**src/rtl/axi_sample_trigger.sv**
```systemverilog
// Sample strobe generator: turns clk_div rising edges into one-cycle
// sample ticks with burst, decimation and index tracking.
module axi_sample_trigger #(
    parameter int IDX_WIDTH   = 16,
    parameter int DECIM_WIDTH = 8
) (
    input  logic                   clk,
    input  logic                   rstn,
    input  logic                   clk_div,
    input  logic                   enable,
    input  logic                   mode,
    input  logic                   start,
    input  logic [IDX_WIDTH-1:0]   burst_len,
    input  logic [DECIM_WIDTH-1:0] decim,
    output logic                   sample_tick,
    output logic [IDX_WIDTH-1:0]   sample_index,
    output logic                   busy,
    output logic                   done
);

    typedef enum logic [1:0] {
        IDLE,
        ARMED,
        RUN,
        DONE
    } state_t;

    state_t                 state;
    state_t                 state_n;
    logic                   clk_div_q;
    logic                   rise;
    logic                   mode_q;
    logic [IDX_WIDTH-1:0]   blen_q;
    logic [DECIM_WIDTH-1:0] dlim_q;
    logic [DECIM_WIDTH-1:0] dlim;
    logic [DECIM_WIDTH-1:0] dcnt;
    logic [DECIM_WIDTH-1:0] dcnt_n;
    logic [IDX_WIDTH-1:0]   cnt;
    logic [IDX_WIDTH-1:0]   cnt_n;
    logic [IDX_WIDTH-1:0]   index_n;
    logic                   strobe;
    logic                   last;
    logic                   arm;
    logic                   tick_n;
    logic                   done_n;

    assign rise = clk_div & ~clk_div_q;

    // decim of 0 and 1 both mean every edge
    assign dlim = (decim == '0) ? '0 : decim - DECIM_WIDTH'(1);

    assign last = mode_q && (cnt == blen_q - IDX_WIDTH'(1));

    always_comb begin
        state_n = state;
        dcnt_n  = dcnt;
        cnt_n   = cnt;
        index_n = sample_index;
        strobe  = 1'b0;
        arm     = 1'b0;
        tick_n  = 1'b0;
        done_n  = 1'b0;
        unique case (state)
            IDLE: begin
                if (enable && !mode) begin
                    arm = 1'b1;
                end else if (enable && mode && start) begin
                    if (burst_len == '0) done_n = 1'b1;
                    else                 arm    = 1'b1;
                end
                if (arm) begin
                    state_n = ARMED;
                    cnt_n   = '0;
                    index_n = '0;
                end
            end
            ARMED: begin
                if (!enable) begin
                    state_n = DONE;
                end else if (rise) begin
                    strobe  = 1'b1;
                    state_n = RUN;
                    dcnt_n  = '0;
                end
            end
            RUN: begin
                if (!enable) begin
                    state_n = DONE;
                end else if (rise) begin
                    if (dcnt == dlim_q) begin
                        strobe = 1'b1;
                        dcnt_n = '0;
                    end else begin
                        dcnt_n = dcnt + DECIM_WIDTH'(1);
                    end
                end
            end
            DONE: state_n = IDLE;
            default: state_n = IDLE;
        endcase
        if (strobe) begin
            tick_n  = 1'b1;
            index_n = cnt;
            cnt_n   = cnt + IDX_WIDTH'(1);
            if (last) state_n = DONE;
        end
        if (state_n == DONE) done_n = 1'b1;
    end

    always_ff @(posedge clk) begin
        if (!rstn) begin
            state        <= IDLE;
            clk_div_q    <= 1'b0;
            dcnt         <= '0;
            cnt          <= '0;
            mode_q       <= 1'b0;
            blen_q       <= '0;
            dlim_q       <= '0;
            sample_tick  <= 1'b0;
            sample_index <= '0;
            busy         <= 1'b0;
            done         <= 1'b0;
        end else begin
            state        <= state_n;
            clk_div_q    <= clk_div;
            dcnt         <= dcnt_n;
            cnt          <= cnt_n;
            sample_tick  <= tick_n;
            sample_index <= index_n;
            busy         <= (state_n == ARMED) ||
                            (state_n == RUN);
            done         <= done_n;
            if (arm) begin
                mode_q <= mode;
                blen_q <= burst_len;
                dlim_q <= dlim;
            end
        end
    end

endmodule
```
**config.mk**
```make
export PLATFORM = sky130hd
export DESIGN_NAME = axi_sample_trigger
export DESIGN_NICKNAME = d
export VERILOG_FILES = /design/src/rtl/axi_sample_trigger.sv
export SDC_FILE = /design/constraint.sdc
export NUM_CORES = 1
export LEC_CHECK = 0
export ABC_AREA = 1
export BUFFER_PORTS_ARGS = -buffer_cell sky130_fd_sc_hd__buf_2
export CAP_MARGIN = 0
export CORE_MARGIN = 2
export CORE_UTILIZATION = 55
export CTS_CLUSTER_DIAMETER = 60
export DETAILED_ROUTE_END_ITERATION = 12
export HOLD_SLACK_MARGIN = 0.08
export PLACE_DENSITY = 0.76
export SYNTH_ARGS = -nofsm -noshare
export SYNTH_HDL_FRONTEND = slang
export SYNTH_SLANG_ARGS = --single-unit
```
**constraint.sdc**
```tcl
create_clock -name clk -period 4.1 [get_ports clk]
set_input_delay 0.615 -clock clk [delete_from_list [all_inputs] [get_ports clk]]
set_output_delay 0.615 -clock clk [all_outputs]
set_load 0.05 [all_outputs]
```
# Word level (Yosys, flattened, before mapping)
# Cells that the tools add are included.
# W data, S select, Z words.
[totals]
ff_bits = 71
latch_bits = 0
ramBits = 0
mem_bits_ro = 0
input_bits = 30
out_inout_bits = 19
elab_cells = 78
memories = 0
[op_classes]
addsub = 4
mul = 0
div = 0
magnitude_cmp = 0
eq_ne = 12
shift = 0
muxes = 35
bitwise_logic = 2
n_reduce_logical = 14
[ops]
columns = ["cell", "n"]
rows = [
  ["$mux W16", 4],
  ["$mux W8", 6],
  ["$add A16 B1 Y16 const B", 1],
  ["$eq A16 B16 Y1", 1],
  ["$logic_not A16 Y1", 1],
  ["$mux W1", 16],
  ["$pmux W8 S2", 1],
  ["$sub A16 B1 Y16 const B", 1],
  ["$mux W2", 6],
  ["$add A8 B1 Y8 const B", 1],
  ["$eq A2 B2 Y1 const B", 4],
  ["$eq A8 B8 Y1", 1],
  ["$logic_not A8 Y1", 1],
  ["$ne A2 B2 Y1 const B", 4],
  ["$pmux W2 S4", 1],
  ["$sub A8 B1 Y8 const B", 1],
  ["$reduce_bool A2 Y1", 3],
  ["$reduce_and A5 Y1", 1],
  ["$eq A2 B1 Y1 const B", 2],
  ["$logic_and A1 B1 Y1", 4],
  ["$logic_not A2 Y1", 1],
  ["$pmux W1 S2", 1],
  ["$reduce_and A2 Y1", 1],
  ["$and A1 B1 Y1", 1],
  ["other kinds (3)", 3],
]

# Depth between registers and ports, before layout
[depth]
word_depth = 11
mapped_depth = 17
mapped_depth_nobuf = 17

# Least setup slack after synthesis
# No wires, ideal clock.
[synth_path]
path_type = "register to register"
from = "register blen_q[0]"
to = "register busy"
setup_time_ns = 0.109
arrival_ns = 1.848
t_required_ns = 3.991
setup_slack_ns = 2.142
path_stages_with_launch = 18
n_path_buf = 0
synth_period_minus_slack_ns = 1.958
path_cell_list = "dfxtp_1 inv_1 ha_1 nand2_4 nor2_8 nand2_2 nand2_2 nand2_1 nand2_1 nand2_1 nor2_1 nand2_1 nor2_2 nand2_2 nand2_1 ha_1 nand2_1 inv_1"
[synth_via]
elab_chain_cells = 7
word_cells_on_any_way = 8
cone_classes = "1 x add/sub; 3 x eq/ne; 2 x mux; 2 x reduce/logical"
[synth_rtl]
columns = ["element", "line", "rtl"]
rows = [
  ["from (decl)", "33", "logic [IDX_WIDTH-1:0] blen_q;"],
  ["from (signal assigned)", "135", "blen_q <= burst_len;"],
  ["$sub A16 B1 Y16 (*)", "52", "assign last = mode_q && (cnt == blen_q - IDX_WIDTH'(1));"],
  ["$eq A16 B16 Y1 (*)", "52", ""],
  ["$logic_and A1 B1 Y1 (*)", "52", ""],
  ["$mux W2 (*)", "105", "if (last) state_n = DONE;"],
  ["$mux W2 (*)", "101", "if (strobe) begin"],
  ["named net state_n[0]", "29", "state_t state_n;"],
  ["$eq A2 B1 Y1 or $eq A2 B2 Y1 (tied branches)", "130, 131", ""],
  ["$logic_or A1 B1 Y1 (*)", "130", "busy <= (state_n == ARMED) ||"],
  ["to (signal assigned)", "130", ""],
  ["to (decl)", "17", "output logic busy,"],
]
# Mark *: on every way through the listed nets, which the timed path passes. The rest lies on a longest branch.
# A chain may end at the register's enable or synchronous reset.

# Final worst setup path
[layout_path]
from = "register dcnt[5]"
to = "register sample_index[5]"
[layout_via]
elab_chain_cells = 7
word_cells_on_any_way = 9
cone_classes = "1 x eq/ne; 5 x mux; 3 x reduce/logical"
[layout_rtl]
columns = ["element", "line", "rtl"]
rows = [
  ["from (decl)", "36", "logic [DECIM_WIDTH-1:0] dcnt;"],
  ["from (signal assigned)", "126", "dcnt <= dcnt_n;"],
  ["$eq A8 B8 Y1 (*)", "90", "if (dcnt == dlim_q) begin"],
  ["$mux W1 (*)", "90", ""],
  ["$mux W1 (*)", "89", "end else if (rise) begin"],
  ["$mux W1 (*)", "87", "if (!enable) begin"],
  ["$pmux W1 S2 (*)", "63", "unique case (state)"],
  ["$reduce_bool A2 Y1 (no line)", "--", ""],
  ["$reduce_and A2 Y1 (no line)", "--", ""],
  ["to (signal assigned)", "129", "sample_index <= index_n;"],
  ["to (decl)", "16", "output logic [IDX_WIDTH-1:0] sample_index,"],
]
# Mark *: on every way between the ends. The rest lies on a longest branch, timed or not.

==> flow_metrics.env <==
export IMPL_worst_pin_slew_ns=0.599
export IMPL_drt_iter0_markers=246
export IMPL_avgSynthCellArea_um2=6.70
export IMPL_layout_commonest_cell="nand2_1"
export IMPL_max_freq_mhz=436
export IMPL_finalHoldViolCount=0
export IMPL_start_util_pct=57.1
export IMPL_synth_main_ff_cell="dfxtp_1"
export IMPL_synth_distinct_cells=40
export IMPL_finalMaxSlewViolations=0
export IMPL_io_pins=49
export IMPL_remaining_drc_errors=0
export IMPL_end_kind="register"
export IMPL_netlist_instances=582
export IMPL_finalSetupViolCount=0
export IMPL_rsz0062_at_grt="no"
export IMPL_finalWeightedCongestion=0.902
export IMPL_critPathMaxFanout=18
export IMPL_firstDrtPassIters=5
export IMPL_period_share_pct=56.0
export IMPL_crit_chain="xnor2_1 -> nand3_1 -> nor2_1 -> nand2_1 -> nand2_1 -> nand2_2 -> inv_2 -> nand2_1 -> inv_1 -> nand2_1 -> o21ai_0"
export IMPL_ys_async_sr_fraction_pct=0
export IMPL_clkLatencyLatePin_ns=0.36
export IMPL_syn_nets=620
export IMPL_hpwl_um=7090
export IMPL_intPower_uw=1210
export IMPL_fin_nets=664
export IMPL_areaGrowthSynthToFinish_pct=12.5
export IMPL_ant_nets=0
export IMPL_track_usage_pct=26.7
export IMPL_io_buffers=48
export IMPL_cts_buffers=9
export IMPL_r2r_end="sample_index[5]$_SDFFE_PN0P_"
export IMPL_yosys_warnings=0
export IMPL_post_cts_setup_buffers=0
export IMPL_cts_tree="done"
export IMPL_finalSetupTns_ns=0
export IMPL_core_area_um2=6830
export IMPL_clkPwrFrac_pct=28.9
export IMPL_finalWirelength_um=9590
export IMPL_hold_class="register to register"
export IMPL_crit_end="sample_index[5]$_SDFFE_PN0P_"
export IMPL_status="completed"
export IMPL_die_w_um=88.2
export IMPL_cts_resized=0
export IMPL_fin_util_pct=64.2
export IMPL_num_vias=3941
export IMPL_r2r_slack_ns=1.80
export IMPL_required_ns=4.36
export IMPL_worst_setup_path_start_kind="register"
export IMPL_cp_slowest_cell="dfxtp_1"
export IMPL_path_common_cell="nand2_1"
export IMPL_cts_sinks=71
export IMPL_slew_headroom_pct=59.8
export IMPL_layout_common_cells="133 x nand2_1, 82 x nor2_1, 71 x dfxtp_1, 58 x inv_1, 48 x buf_2"
export IMPL_peakVddDrop_uv=316
export IMPL_combPwrFrac_pct=30.0
export IMPL_die_h_um=88.2
export IMPL_yosys_area_top_type_share_pct=36.5
export IMPL_maxCapViolations=0
export IMPL_fin_crit_ns=2.30
export IMPL_ys_seq_elements=71
export IMPL_cp_startpoint="dcnt[5]$_SDFFE_PN0P_"
export IMPL_synth_area_leaders="dfxtp_1 36%, nand2_1 13%, nor2_1 7.9%"
export IMPL_powerDensity_nw_per_um2=437
export IMPL_max_stage_delay_ns=0.41
export IMPL_synth_edf_count=0
export IMPL_synth_top_area_cell="dfxtp_1"
export IMPL_fin_worst_skew_ns=0.0115
export IMPL_p_sw_share_pct=36.7
export IMPL_grt_pass1_vias=3610
export IMPL_crit_arrival_ns=2.56
export IMPL_r2r_cells=11
export IMPL_power_leakage_uw=0.00189
export IMPL_syn_cell_area_um2=3900
export IMPL_seqPwrFrac_pct=41.1
export IMPL_grt_pass1_wl_um=16300
export IMPL_routedWlPerCell_um=13.2
export IMPL_grt_max_degree=50
export IMPL_p_total_uw=1910
export IMPL_path_class="register to register"
export IMPL_htreeDepth=3
export IMPL_hold_ws_ns=0.458
export IMPL_fp_dieArea_um2=7780
export IMPL_avgViaCountPerCell=5.42
export IMPL_rows=30
export IMPL_cts_buffer_depth=2
export IMPL_p_sw_uw=702
export IMPL_clkTransAtPathRegs_ns=0.08
export IMPL_antennaDiodeCount=0
export IMPL_ctsHoldBuffers=0
export IMPL_antenna_found_initial=0
export IMPL_cts_root_buf="clkbuf_8"
export IMPL_drive_above_1_share_pct=14.7
export IMPL_yosysSeqAreaShare_pct=36.5
export IMPL_gr_total_overflow=0
export IMPL_r2r_start="dcnt[5]$_SDFFE_PN0P_"
[logic make-up (layout without fill, tap and decap cells)]
group           count (synthesis)  count (layout)  share of synthesized area (%)
compound gates                103             103                           14.4
xor+xnor                       23              23                           5.17
fa+ha+maj                       8               8                           2.57
buf+inv                        78             127                           7.86
flops                          71              71                           36.5
simple gates                  299             299                           33.5
[per-layer routing]
| layer | vias up | GRT usage, % | wire length (um) |
|---|---|---|---|
| met2 | 151 | 43.1 | 4320 |
| met5 | - | 0 | 0 |
| met3 | 21 | 4.43 | 612 |
| met1 | 1806 | 36.3 | 4500 |
| li1 | 1963 | - | - |
| met4 | 0 | 9.37 | 156 |
[power by group through the flow]
stage | registers (uW) | clock network [uW] | logic, uW
3_5_place_dp | 802 | 0 | 566
4_1_cts | 786 | 563 | 569
6_report | 788 | 553 | 575
5_1_grt | 795 | 592 | 655
3_3_place_gp | 800 | 0 | 547
2_1_floorplan | 812 | 0 | 430
[cells in the mapped netlist, drive strengths merged, types with 2 or more instances]
cell / n
o31ai: 3
clkbuf: 8
and2: 3
o21ai: 41
o22ai: 16
xnor2: 14
xor2: 9
a21oi: 38
inv: 60
ha: 8
nor3: 9
nand2: 141
or2: 3
nand3b: 2
buf: 9
nand4: 3
dfxtp: 71
nor2: 93
nand3: 43
[sequential cells by signal, summed over array words and instances, names as in the netlist]
signal / count
done: 1
clk_div_q: 1
state: 2
cnt: 16
dlim_q: 8
sample_index: 16
mode_q: 1
sample_tick: 1
busy: 1
blen_q: 16
dcnt: 8
[worst max-delay path, delay by kind of cell (launching register included)]
kind | cells | cell delay (ns)
DFF | 1 | 0.41
xor gates and xnor gates | 1 | 0.15
buffers and inverters | 2 | 0.53
AOI/OAI and AO/OA | 1 | 0.09
and+or+nand+nor | 7 | 1.02
[area by class of cell]
| cell class | count | area (um^2) |
|---|---|---|
| flip-flops and latches | 71 | 1420 |
| inverters | 61 | 229 |
| clock inverters | 6 | 61.3 |
| repair buffers | 50 | 255 |
| well taps | 96 | 120 |
| fillers | 674 | 2450 |
| clock buffers | 10 | 128 |
| multi-input cells | 433 | 2170 |
[per-stage QoR]
stage,cell area [um^2],worst slack (ns),cells
floorplan,3900,2.14,582
global placement,4200,1.68,711
detailed placement,4200,1.60,711
CTS,4390,1.83,727
global route,4390,1.57,727
finish,4390,1.80,727
[how the worst min path moves through the flow]
stage | start | to | slack, ns | cells past startpoint
after floorplan | dlim_q[4]$_SDFFE_PN0P_ | dlim_q[4]$_SDFFE_PN0P_ | 0.44 | 2
after global placement | sample_index[15]$_SDFFE_PN0P_ | sample_index[15]$_SDFFE_PN0P_ | 0.45 | 2
after detailed placement | sample_index[15]$_SDFFE_PN0P_ | sample_index[15]$_SDFFE_PN0P_ | 0.45 | 2
after CTS | clk_div | clk_div_q$_SDFF_PN0_ | 0.45 | 3
after global routing | clk_div | clk_div_q$_SDFF_PN0_ | 0.47 | 3
final | sample_index[15]$_SDFFE_PN0P_ | sample_index[15]$_SDFFE_PN0P_ | 0.46 | 2
Note: power is estimated with default switching activity, not from simulation.
